[src/rtl/uart_bus_master.sv]
// uart_bus_master: drives a UART peripheral through a simple register bus.
// Runs the init sequence and moves TX bytes into the UART under a credit
// count read from reg 7. Polls reg 8 for the RX fill level, then reads reg 6
// to collect RX bytes. Reads reg 1 for errors and clears them by writing back.
// Ports:
//   mclk, reset                 clock, asynchronous active-high reset
//   cfg_init/cfg_ctrl/cfg_baud_16x, init_done   init request, config, status
//   tx_valid/tx_data/tx_ready   TX byte handshake (tx_ready = accepted)
//   rx_valid/rx_data/rx_ready   RX byte handshake (rx_valid held until taken)
//   err_pulse                   one-cycle error flags {fifo_full, parity, framing}
//   reg_*                       register bus master side (cs/wr/be/addr/wdata out,
//                               rdata/ack in)
module uart_bus_master #(
    parameter int unsigned POLL_CYCLES = 64
) (
    input  logic        mclk,
    input  logic        reset,
    input  logic        cfg_init,
    input  logic [5:0]  cfg_ctrl,
    input  logic [11:0] cfg_baud_16x,
    output logic        init_done,
    input  logic        tx_valid,
    input  logic [7:0]  tx_data,
    output logic        tx_ready,
    output logic        rx_valid,
    output logic [7:0]  rx_data,
    input  logic        rx_ready,
    output logic [2:0]  err_pulse,
    output logic        reg_cs,
    output logic        reg_wr,
    output logic        reg_be,
    output logic [3:0]  reg_addr,
    output logic [7:0]  reg_wdata,
    input  logic [7:0]  reg_rdata,
    input  logic        reg_ack
);

    localparam int unsigned TW = 10;
    localparam int unsigned CW = 5;
    localparam logic [TW-1:0] POLL_RELOAD = TW'(POLL_CYCLES - 1);

    typedef enum logic [3:0] {
        IDLE    = 4'd0,
        INIT_R0 = 4'd1,
        INIT_R2 = 4'd2,
        INIT_R3 = 4'd3,
        RD_TXSP = 4'd4,
        WR_TX   = 4'd5,
        RD_RXDV = 4'd6,
        RD_RX   = 4'd7,
        RD_ERR  = 4'd8,
        CLR_ERR = 4'd9
    } state_t;

    state_t          state_q, state_d;
    logic            reg_cs_q, reg_cs_d, reg_wr_q, reg_wr_d, reg_be_q, reg_be_d;
    logic [3:0]      reg_addr_q, reg_addr_d;
    logic [7:0]      reg_wdata_q, reg_wdata_d;
    logic            tx_ready_q, tx_ready_d;
    logic            rx_valid_q, rx_valid_d;
    logic [7:0]      rx_data_q, rx_data_d;
    logic [2:0]      err_pulse_q, err_pulse_d;
    logic            init_done_q, init_done_d;
    logic [CW-1:0]   tx_credit_q, tx_credit_d;
    logic [CW-1:0]   rx_avail_q, rx_avail_d;
    logic            init_pend_q, init_pend_d;
    logic [1:0]      init_stage_q, init_stage_d;
    logic            rd_err_pend_q, rd_err_pend_d;
    logic            clr_pend_q, clr_pend_d;
    logic [2:0]      err_val_q, err_val_d;
    logic [TW-1:0]   timer_q, timer_d;

    logic xfer_done;
    logic launch;

    assign xfer_done = reg_cs_q & reg_ack;
    assign launch    = (state_q == IDLE) && (state_d != IDLE);

    // State register
    always_ff @(posedge mclk or posedge reset) begin
        if (reset) state_q <= IDLE;
        else       state_q <= state_d;
    end

    // Next state: IDLE arbitrates, every transfer state returns to IDLE on ack.
    // The cycle tx_ready is high still shows the byte just taken, so TX is masked.
    always_comb begin
        state_d = state_q;
        case (state_q)
            IDLE: begin
                if (init_pend_q)                          state_d = INIT_R0;
                else if (init_stage_q == 2'd1)            state_d = INIT_R2;
                else if (init_stage_q == 2'd2)            state_d = INIT_R3;
                else if (clr_pend_q)                      state_d = CLR_ERR;
                else if (init_done_q) begin
                    if (rd_err_pend_q)                    state_d = RD_ERR;
                    else if (rx_avail_q != '0 && !rx_valid_q) state_d = RD_RX;
                    else if (tx_valid && !tx_ready_q)
                        state_d = (tx_credit_q != '0) ? WR_TX : RD_TXSP;
                    else if (timer_q == '0)               state_d = RD_RXDV;
                end
            end
            default: if (xfer_done) state_d = IDLE;
        endcase
    end

    // Outputs and datapath next values
    always_comb begin
        reg_cs_d      = reg_cs_q;
        reg_wr_d      = reg_wr_q;
        reg_be_d      = reg_be_q;
        reg_addr_d    = reg_addr_q;
        reg_wdata_d   = reg_wdata_q;
        tx_ready_d    = 1'b0;
        err_pulse_d   = '0;
        rx_valid_d    = rx_valid_q;
        rx_data_d     = rx_data_q;
        init_done_d   = init_done_q;
        tx_credit_d   = tx_credit_q;
        rx_avail_d    = rx_avail_q;
        init_pend_d   = init_pend_q;
        init_stage_d  = init_stage_q;
        rd_err_pend_d = rd_err_pend_q;
        clr_pend_d    = clr_pend_q;
        err_val_d     = err_val_q;
        timer_d       = timer_q;

        if (rx_valid_q && rx_ready) rx_valid_d = 1'b0;

        // Poll timer counts only cycles spent idle after init
        if (state_q == IDLE && init_done_q && timer_q != '0) timer_d = timer_q - TW'(1);

        if (launch) begin
            reg_cs_d    = 1'b1;
            reg_be_d    = 1'b1;
            reg_wr_d    = 1'b0;
            reg_wdata_d = '0;
            case (state_d)
                INIT_R0: begin
                    reg_addr_d    = 4'd0;
                    reg_wr_d      = 1'b1;
                    reg_wdata_d   = {2'b00, cfg_ctrl};
                    init_pend_d   = 1'b0;
                    init_stage_d  = 2'd0;
                    init_done_d   = 1'b0;
                    tx_credit_d   = '0;
                    rx_avail_d    = '0;
                    rd_err_pend_d = 1'b0;
                end
                INIT_R2: begin
                    reg_addr_d  = 4'd2;
                    reg_wr_d    = 1'b1;
                    reg_wdata_d = cfg_baud_16x[7:0];
                end
                INIT_R3: begin
                    reg_addr_d  = 4'd3;
                    reg_wr_d    = 1'b1;
                    reg_wdata_d = {4'b0000, cfg_baud_16x[11:8]};
                end
                RD_TXSP: reg_addr_d = 4'd7;
                WR_TX: begin
                    reg_addr_d  = 4'd5;
                    reg_wr_d    = 1'b1;
                    reg_wdata_d = tx_data;
                end
                RD_RXDV: begin
                    reg_addr_d = 4'd8;
                    timer_d    = POLL_RELOAD;
                end
                RD_RX:   reg_addr_d = 4'd6;
                RD_ERR:  reg_addr_d = 4'd1;
                CLR_ERR: begin
                    reg_addr_d  = 4'd1;
                    reg_wr_d    = 1'b1;
                    reg_wdata_d = {5'b00000, err_val_q};
                    clr_pend_d  = 1'b0;
                end
                default: ;
            endcase
        end

        if (xfer_done) begin
            reg_cs_d = 1'b0;
            reg_be_d = 1'b0;
            reg_wr_d = 1'b0;
            case (state_q)
                INIT_R0: init_stage_d = 2'd1;
                INIT_R2: init_stage_d = 2'd2;
                INIT_R3: begin
                    init_stage_d = 2'd0;
                    init_done_d  = 1'b1;
                    timer_d      = POLL_RELOAD;
                end
                RD_TXSP: tx_credit_d = reg_rdata[4:0];
                WR_TX: begin
                    if (tx_credit_q != '0) tx_credit_d = tx_credit_q - CW'(1);
                    tx_ready_d = 1'b1;
                end
                RD_RXDV: begin
                    rx_avail_d    = reg_rdata[4:0];
                    rd_err_pend_d = 1'b1;
                end
                RD_RX: begin
                    rx_data_d  = reg_rdata;
                    rx_valid_d = 1'b1;
                    if (rx_avail_q != '0) rx_avail_d = rx_avail_q - CW'(1);
                end
                RD_ERR: begin
                    rd_err_pend_d = 1'b0;
                    timer_d       = POLL_RELOAD;
                    if (reg_rdata[2:0] != 3'b000) begin
                        err_pulse_d = reg_rdata[2:0];
                        err_val_d   = reg_rdata[2:0];
                        clr_pend_d  = 1'b1;
                    end
                end
                default: ;
            endcase
        end

        // A request arriving mid-transfer waits here until IDLE picks it up
        if (cfg_init) init_pend_d = 1'b1;
    end

    // Datapath and registered outputs
    always_ff @(posedge mclk or posedge reset) begin
        if (reset) begin
            reg_cs_q      <= 1'b0;
            reg_wr_q      <= 1'b0;
            reg_be_q      <= 1'b0;
            reg_addr_q    <= '0;
            reg_wdata_q   <= '0;
            tx_ready_q    <= 1'b0;
            rx_valid_q    <= 1'b0;
            rx_data_q     <= '0;
            err_pulse_q   <= '0;
            init_done_q   <= 1'b0;
            tx_credit_q   <= '0;
            rx_avail_q    <= '0;
            init_pend_q   <= 1'b0;
            init_stage_q  <= 2'd0;
            rd_err_pend_q <= 1'b0;
            clr_pend_q    <= 1'b0;
            err_val_q     <= '0;
            timer_q       <= POLL_RELOAD;
        end else begin
            reg_cs_q      <= reg_cs_d;
            reg_wr_q      <= reg_wr_d;
            reg_be_q      <= reg_be_d;
            reg_addr_q    <= reg_addr_d;
            reg_wdata_q   <= reg_wdata_d;
            tx_ready_q    <= tx_ready_d;
            rx_valid_q    <= rx_valid_d;
            rx_data_q     <= rx_data_d;
            err_pulse_q   <= err_pulse_d;
            init_done_q   <= init_done_d;
            tx_credit_q   <= tx_credit_d;
            rx_avail_q    <= rx_avail_d;
            init_pend_q   <= init_pend_d;
            init_stage_q  <= init_stage_d;
            rd_err_pend_q <= rd_err_pend_d;
            clr_pend_q    <= clr_pend_d;
            err_val_q     <= err_val_d;
            timer_q       <= timer_d;
        end
    end

    assign reg_cs    = reg_cs_q;
    assign reg_wr    = reg_wr_q;
    assign reg_be    = reg_be_q;
    assign reg_addr  = reg_addr_q;
    assign reg_wdata = reg_wdata_q;
    assign tx_ready  = tx_ready_q;
    assign rx_valid  = rx_valid_q;
    assign rx_data   = rx_data_q;
    assign err_pulse = err_pulse_q;
    assign init_done = init_done_q;

endmodule

[config.mk]
export PLATFORM = sky130hd
export DESIGN_NAME = uart_bus_master
export DESIGN_NICKNAME = d
export VERILOG_FILES = /design/src/rtl/uart_bus_master.sv
export SDC_FILE = /design/constraint.sdc
export NUM_CORES = 1
export LEC_CHECK = 0
export ABC_CLOCK_PERIOD_IN_PS = 3200
export BUFFER_PORTS_ARGS = -buffer_cell sky130_fd_sc_hd__buf_2
export CAP_MARGIN = 20
export CELL_PAD_IN_SITES_DETAIL_PLACEMENT = 1
export CELL_PAD_IN_SITES_GLOBAL_PLACEMENT = 2
export CORE_ASPECT_RATIO = 1.4
export CORE_UTILIZATION = 34
export CTS_CLUSTER_DIAMETER = 100
export DETAILED_ROUTE_END_ITERATION = 16
export PLACE_DENSITY = 0.88
export SLEW_MARGIN = 20
export SYNTH_ARGS = -nofsm -noshare
export SYNTH_HDL_FRONTEND = slang
export SYNTH_SLANG_ARGS = --single-unit
[constraint.sdc]
create_clock -name mclk -period 3.2 [get_ports mclk]
set_clock_uncertainty 0.05 [all_clocks]
set_input_delay 0.32 -clock mclk [delete_from_list [all_inputs] [get_ports mclk]]
set_output_delay 0.32 -clock mclk [all_outputs]
set_load 0.05 [all_outputs]
* Word-level counts from Yosys, hierarchy flattened
Index checks and enable logic that the tools add are counted.
** Storage, ports and cells
- Flip-flop bits (word level) :: 60
- Bits of input ports :: 40
- Output and inout port bits :: 29
- Word-level logic and storage cells :: 129
** Operators by class
- $add $sub $neg :: 3
- Eq/ne operators :: 19
- Muxes and demuxes :: 62
- Bitwise operators :: 1
- Reduce and logical (&&, ||, !) cells :: 26
** Operators with widths (count)
- two-way mux 10 bit :: 5
- two-way mux 4 bit :: 11
- two-way mux 5 bit :: 8
- case mux 8 bit (5 select lines) :: 1
- equality test 4 x 3 -> 1 bit (second input constant) :: 8
- case mux 4 bit (8 select lines) :: 1
- two-way mux 1 bit :: 26
- case mux 5 bit (2 select lines) :: 2
- equality test 4 x 2 -> 1 bit (second input constant) :: 4
- equality test 4 bit (second input constant) :: 3
- logical NOT 10 bit :: 1
- nonzero test 10 bit :: 1
- nonzero test 5 bit :: 2
- subtractor 10 x 1 -> 10 bit (second input constant) :: 1
- subtractor 5 x 1 -> 5 bit (second input constant) :: 2
- two-way mux 3 bit :: 3
- equality test 4 x 1 -> 1 bit (second input constant) :: 2
- nonzero test 8 bit :: 1
- logical AND 1 bit :: 6
- two-way mux 2 bit :: 3
- case mux 2 bit (3 select lines) :: 1
- AND reduction 2 bit :: 3
- nonzero test 2 bit :: 3
- OR reduction 5 bit :: 1
- 10 further kinds :: 12

* Logic depth before layout (Yosys ltp)
- Depth after elaboration :: 17
- Mapped depth :: 12
- Gate-level depth less buffers :: 10

* Worst setup path before layout
No wires, ideal clock.
- Kind :: register to register
- From :: reg rx_avail_q[0]
- To :: reg tx_credit_q[4]
- Library setup time :: 0.121 ns
- Arrival :: 2.561 ns
- Data required time :: 3.029 ns
- Setup slack :: 0.468 ns
- Cell stages (with the launch flop) :: 13
- Buffers on the path :: 2
- Clock period less this slack :: 2.732 ns
- Cell sequence :: dfrtp_1 > inv_1 > ha_1 > or4b_1 > buf_2 > a221o_1 > o211ai_2 > inv_4 > nor2_8 > and3_1 > buf_6 > nor2_2 > a22o_1
** Between the ends
- Cells in the longest elaborated chain, start to end :: 16
- Elaborated cells on any way between the ends :: 18
- Those cells by class :: 1 x eq/ne; 13 x mux; 4 x reduce/logical
** Ends and longest elaborated chain
- from (decl) :: line 65 : logic [CW-1:0] rx_avail_q, rx_avail_d;
- from (signal assigned) :: line 258 : rx_avail_q <= rx_avail_d;
- nonzero test 5 bit * :: line 97 : else if (rx_avail_q != '0 && !rx_valid_q) state_d = RD_RX;
- logical AND 1 bit * :: line 97
- two-way mux 4 bit * :: line 97
- two-way mux 4 bit * :: line 96 : if (rd_err_pend_q) state_d = RD_ERR;
- two-way mux 4 bit * :: line 95 : else if (init_done_q) begin
- two-way mux 4 bit * :: line 94 : else if (clr_pend_q) state_d = CLR_ERR;
- two-way mux 4 bit * :: line 93 : else if (init_stage_q == 2'd2) state_d = INIT_R3;
- two-way mux 4 bit * :: line 92 : else if (init_stage_q == 2'd1) state_d = INIT_R2;
- (+2 left out)
- net state_d[1] :: line 55 : state_t state_q, state_d;
- equality test 4 x 1 -> 1 bit or nonzero test 4 bit (tied branches) :: line 138, 77
- two-way mux 5 bit or logical AND 1 bit (tied branches) :: line 138, 77
- two-way mux 5 bit * :: line 133 : if (launch) begin
- two-way mux 5 bit :: line 196 : if (tx_credit_q != '0) tx_credit_d = tx_credit_q - CW'(1);
- case mux 5 bit (2 select lines) :: line 186 : case (state_q)
- two-way mux 5 bit * :: line 182 : if (xfer_done) begin
- net tx_credit_d[4] :: line 64 : logic [CW-1:0] tx_credit_q, tx_credit_d;
- to (signal assigned) :: line 257 : tx_credit_q <= tx_credit_d;
- to (decl) :: line 64
Mark *: on every way through the listed nets, which the timed path passes. The rest lies on a longest branch.
A chain may end at the register's enable or synchronous reset.

* Worst setup path after layout
- From :: reg rx_avail_q[0]
- To :: reg reg_wdata_q[7] (netlist: reg_wdata[7])
** Between the ends
- Cells in the longest elaborated chain, start to end :: 12
- Elaborated cells on any way between the ends :: 18
- Those cells by class :: 5 x eq/ne; 9 x mux; 4 x reduce/logical
** Ends and longest elaborated chain
- nonzero test 5 bit * :: line 97
- logical AND 1 bit * :: line 97
- two-way mux 4 bit * :: line 97
- two-way mux 4 bit * :: line 96
- two-way mux 4 bit * :: line 95
- two-way mux 4 bit * :: line 94
- two-way mux 4 bit * :: line 93
- two-way mux 4 bit * :: line 92
- two-way mux 4 bit * :: line 91 : if (init_pend_q) state_d = INIT_R0;
- two-way mux 4 bit * :: line 89 : case (state_q)
- net state_d[1] :: line 55
- equality test 4 bit (tied with other cells) :: line 138 : case (state_d)
- case mux 8 bit (5 select lines) or logical AND 1 bit (tied branches) :: line 138, 77
- to (signal assigned) :: line 251 : reg_wdata_q <= reg_wdata_d;
- to (decl) :: line 58 : logic [7:0] reg_wdata_q, reg_wdata_d;
Marks and branches as above.

==> metrics.log <==
[metrics] post-route antenna net violation count: 0
[metrics] Final Total Pwr: 3370 uW
[metrics] count of unresolved DRC violations after routing: 6
[metrics] max frequency: 328 MHz
[metrics] Worst Reg-to-Reg Cells: 11
[metrics] Lkg Pwr: 0.00199 uW
[metrics] effective utilization at floorplan: 35.2%
[metrics] root buffer cell: clkbuf_16
[metrics] area of the mapped netlist: 3200 um2
[metrics] capture point of the worst reg-to-reg path: reg_wdata[7]
[metrics] buffer levels on the longest clock path: 2
[metrics] leading cell type by number of instances after synthesis: dfrtp_1
[metrics] pin count of the biggest net entering global routing: 31
[metrics] WS Path Type: reg2reg
[metrics] number of input and output port buffers inserted: 68
[metrics] area fraction of the dominant cell type after synthesis: 42.3%
[metrics] number of buffers added for setup after CTS: 0
[metrics] via count of the first global-routing pass: 3,087
[metrics] Synth-to-Final Area Change: 26.3%
[metrics] final worst-path setup slack: 0.154 ns
[metrics] endpoint kind of the worst setup timing path: flop
[metrics] number of flip-flops and latches in the synthesized netlist: 60
[metrics] worst setup path startpoint: rx_avail_q[0]
[metrics] antenna fix cells: 0
[metrics] aggregate global-route resource usage: 20.6%
[metrics] Worst path slowest cell: or4b_1
[metrics] synthesized area divided by synthesized cell count: 9.87 um2
[metrics] critical path's largest stage delay: 0.57 ns
[metrics] clock network fraction of total power: 28.9%
[metrics] result of the run: complete, but fails checks
[metrics] Total Routed Length: 9250 um
[metrics] kind of start point of the critical path: flop
[metrics] number of distinct library cells after synthesis: 61
[metrics] multi-input combinational cell area: 1550 um2
[metrics] Slew Limit Headroom: 53.3%
[metrics] setup repair after global routing missed its margin: no
[metrics] Net Switching: 1350 uW
[metrics] Reg clk slew, reported paths: 0.05 ns
[metrics] Post-Syn Nets: 369
[metrics] Post-synth top flop: dfrtp_1
[metrics] count of cells resized by post-cts repair: 0
[metrics] via/cell ratio: 5.47
[metrics] number of DRC markers after the initial detailed-route iteration: 157
[metrics] Max rail drop VDD: 0.425 mV
[metrics] Maximum Capacitance Violations: 0
[metrics] Post-synth ARST share: 100%
[metrics] top cell type by total area after synthesis: dfrtp_1
[metrics] power density normalized to cell area: 835 nW/um2
[metrics] area inside the core boundary: 9080 um2
[metrics] Switching Share: 40.0%
[metrics] r2r startpoint: rx_avail_q[0]
[metrics] leading cell types by count after synthesis: dfrtp_1, nand2_1, a21oi_1, inv_1, nor2_1
[metrics] antenna violations before repair: 0
[metrics] worst-case register-to-register setup slack: 0.15 ns
[metrics] IO Pins: 69
[metrics] class of the worst hold path: in2async
[metrics] Max FO, Critical Path: 9
[metrics] synthesized netlist cell count: 324
[metrics] Nets: 452
[metrics] list of cells traversed by the critical path: inv_1 -> ha_1 -> or4b_1 -> a221o_1 -> o211ai_2 -> inv_4 -> nor2_8 -> buf_4 -> nand2_1 -> a31o_2 -> o21ai_0
[metrics] Hold-fix buffers, CTS: 0
[metrics] Die Ht: 117 um
[metrics] TritonCTS clock tree: built
[metrics] fraction of layout cells with a size suffix above 1: 31.6%
[metrics] Final HPWL DP: 7000 um
[metrics] H-Tree Depth: 3
[metrics] required time worst endpoint: 3.38 ns
[metrics] average routed wire per standard cell: 17.8 um
[metrics] Final GP Congestion: 0.827
[metrics] number of flops mapped to enable cells by yosys: 0
[metrics] final setup fails: 0
[metrics] actual transition at the worst max-transition pin: 0.691 ns
[metrics] final critical delay including setup and external delays: 3.05 ns
[metrics] final-report max-slew violation count: 0
[metrics] Warnings, synthesis: 0
[metrics] failing checks: DRC
[metrics] CTS sink count: 60
[metrics] Arrival @ worst endpoint: 3.22 ns
[metrics] global-route wire length before repair: 15,400 um
[metrics] part of the total power dissipated in sequential elements: 30.2%
[metrics] number of placement rows: 41
[metrics] CTS buffer count: 9
[metrics] share of the clock period used by the worst path after layout: 95.2%
[metrics] Final Hold Violating Endpoints: 0
[metrics] final sum of negative setup slack: 0 ns
[metrics] Die Area: 9800 um2
[metrics] Vias: 2,838
[metrics] total congestion overflow: 0
[metrics] Post-Place Cell Area: 3730 um2
[metrics] Filler cells: 1,052
[metrics] width of the chip: 84.0 um
[metrics] design area: 4040 um2
[metrics] post-synthesis sequential area ratio: 47.2%
[metrics] worst setup slack before clock tree synthesis: 0.130 ns
[metrics] internal power consumption: 2020 uW
[metrics] cell types with the largest area share after synthesis: dfrtp_1, dfstp_2, nand2_1
[metrics] FF+latch area: 1510 um2
[metrics] part of the power in combinational logic: 41.0%
[metrics] first-pass iteration count of the detailed router: 11
[metrics] insertion delay to the later sink of the worst-skew pair: 0.33 ns
==> layer usage <==
layer	wire, um	vias to the layer above	GRT usage (%)
li1	-	1346	-
met1	3700	1421	22.8
met2	5040	56	37.9
met3	300	15	4.52
met4	213	0	9.43
met5	0	-	0
==> critical path, delay by kind of cell (launching register included) <==
kind            cells  cell delay, ns
compound gates      4            1.18
buf+inv             3            0.42
simple gates        3            0.75
fa+ha+maj           1            0.19
flops               1            0.37
==> kinds of logic (layout without fill, tap and decap cells) <==
family | Yosys count | in the layout | synth area share [%]
multiplexers | 10 | 10 | 3.44
buffers and inverters | 32 | 120 | 4.50
XOR/XNOR | 12 | 12 | 3.29
AND/OR/NAND/NOR | 119 | 119 | 20.2
AO/OA/AOI/OAI | 86 | 86 | 19.4
adder cells (fa/ha/maj) | 5 | 5 | 1.96
flip-flops | 60 | 60 | 47.2
==> how the worst max path moves through the flow <==
stage	slack [ns]	cells past startpoint	end
finish	0.15	11	reg_wdata[7]
global route	0.00005	11	reg_wdata[7]
CTS	0.12	9	rd_err_pend_q
detailed placement	0.13	9	tx_credit_q[4]
global placement	0.28	9	tx_credit_q[4]
floorplan	0.47	12	tx_credit_q[4]
==> cells in the final DEF, fill, tap and decap left out, drive strengths merged, types with 4 or more instances in the layout <==
master	count
nor3	10
ha	5
nand2	42
nor4b	4
clkinv	4
nor2	19
nand3	4
xnor2	6
inv	18
a21o	4
dfstp	6
a21oi	17
dfrtp	54
o21ai	16
mux2	8
buf	86
nand2b	4
nor2b	5
o2bb2ai	6
clkbuf	11
and2	9
o22ai	4
a22o	5
nor4	7
a221oi	4
a22oi	9
xor2	6
==> area by class of cell <==
class                      count  share of cell area (%)
tap                          107                    3.32
sequential                    60                    37.4
timing repair buffer          86                    11.8
inverter                      18                    1.74
multi-input combinational    232                    38.3
clock buffer                  11                    6.26
clock inverter                 5                    1.24
==> per-stage QoR <==
stage	utilization [%]	hold WS (ns)	cells
after floorplan	-	0.362	324
after CTS	44.4	0.0511	519
after global routing	44.5	0.0990	519
after detailed placement	41.1	0.402	503
after global placement	41.1	0.396	503
final	44.5	0.0301	519
==> flip-flops by register name, summed over array words and instances (netlist names), 2 cells and up <==
register / count
timer_q: 10
reg_wdata: 8
rx_data: 8
rx_avail_q: 5
tx_credit_q: 5
reg_addr: 4
state_q: 4
err_pulse: 3
err_val_q: 3
init_stage_q: 2
==> power groups by stage <==
stage	registers (uW)	logic, uW	clock network, uW
2_1_floorplan	1200	808	0
3_3_place_gp	1020	1350	0
3_5_place_dp	1030	1380	0
4_1_cts	1020	1390	998
5_1_grt	1040	1530	1020
6_report	1020	1380	973
(Power assumes the default switching activity.)
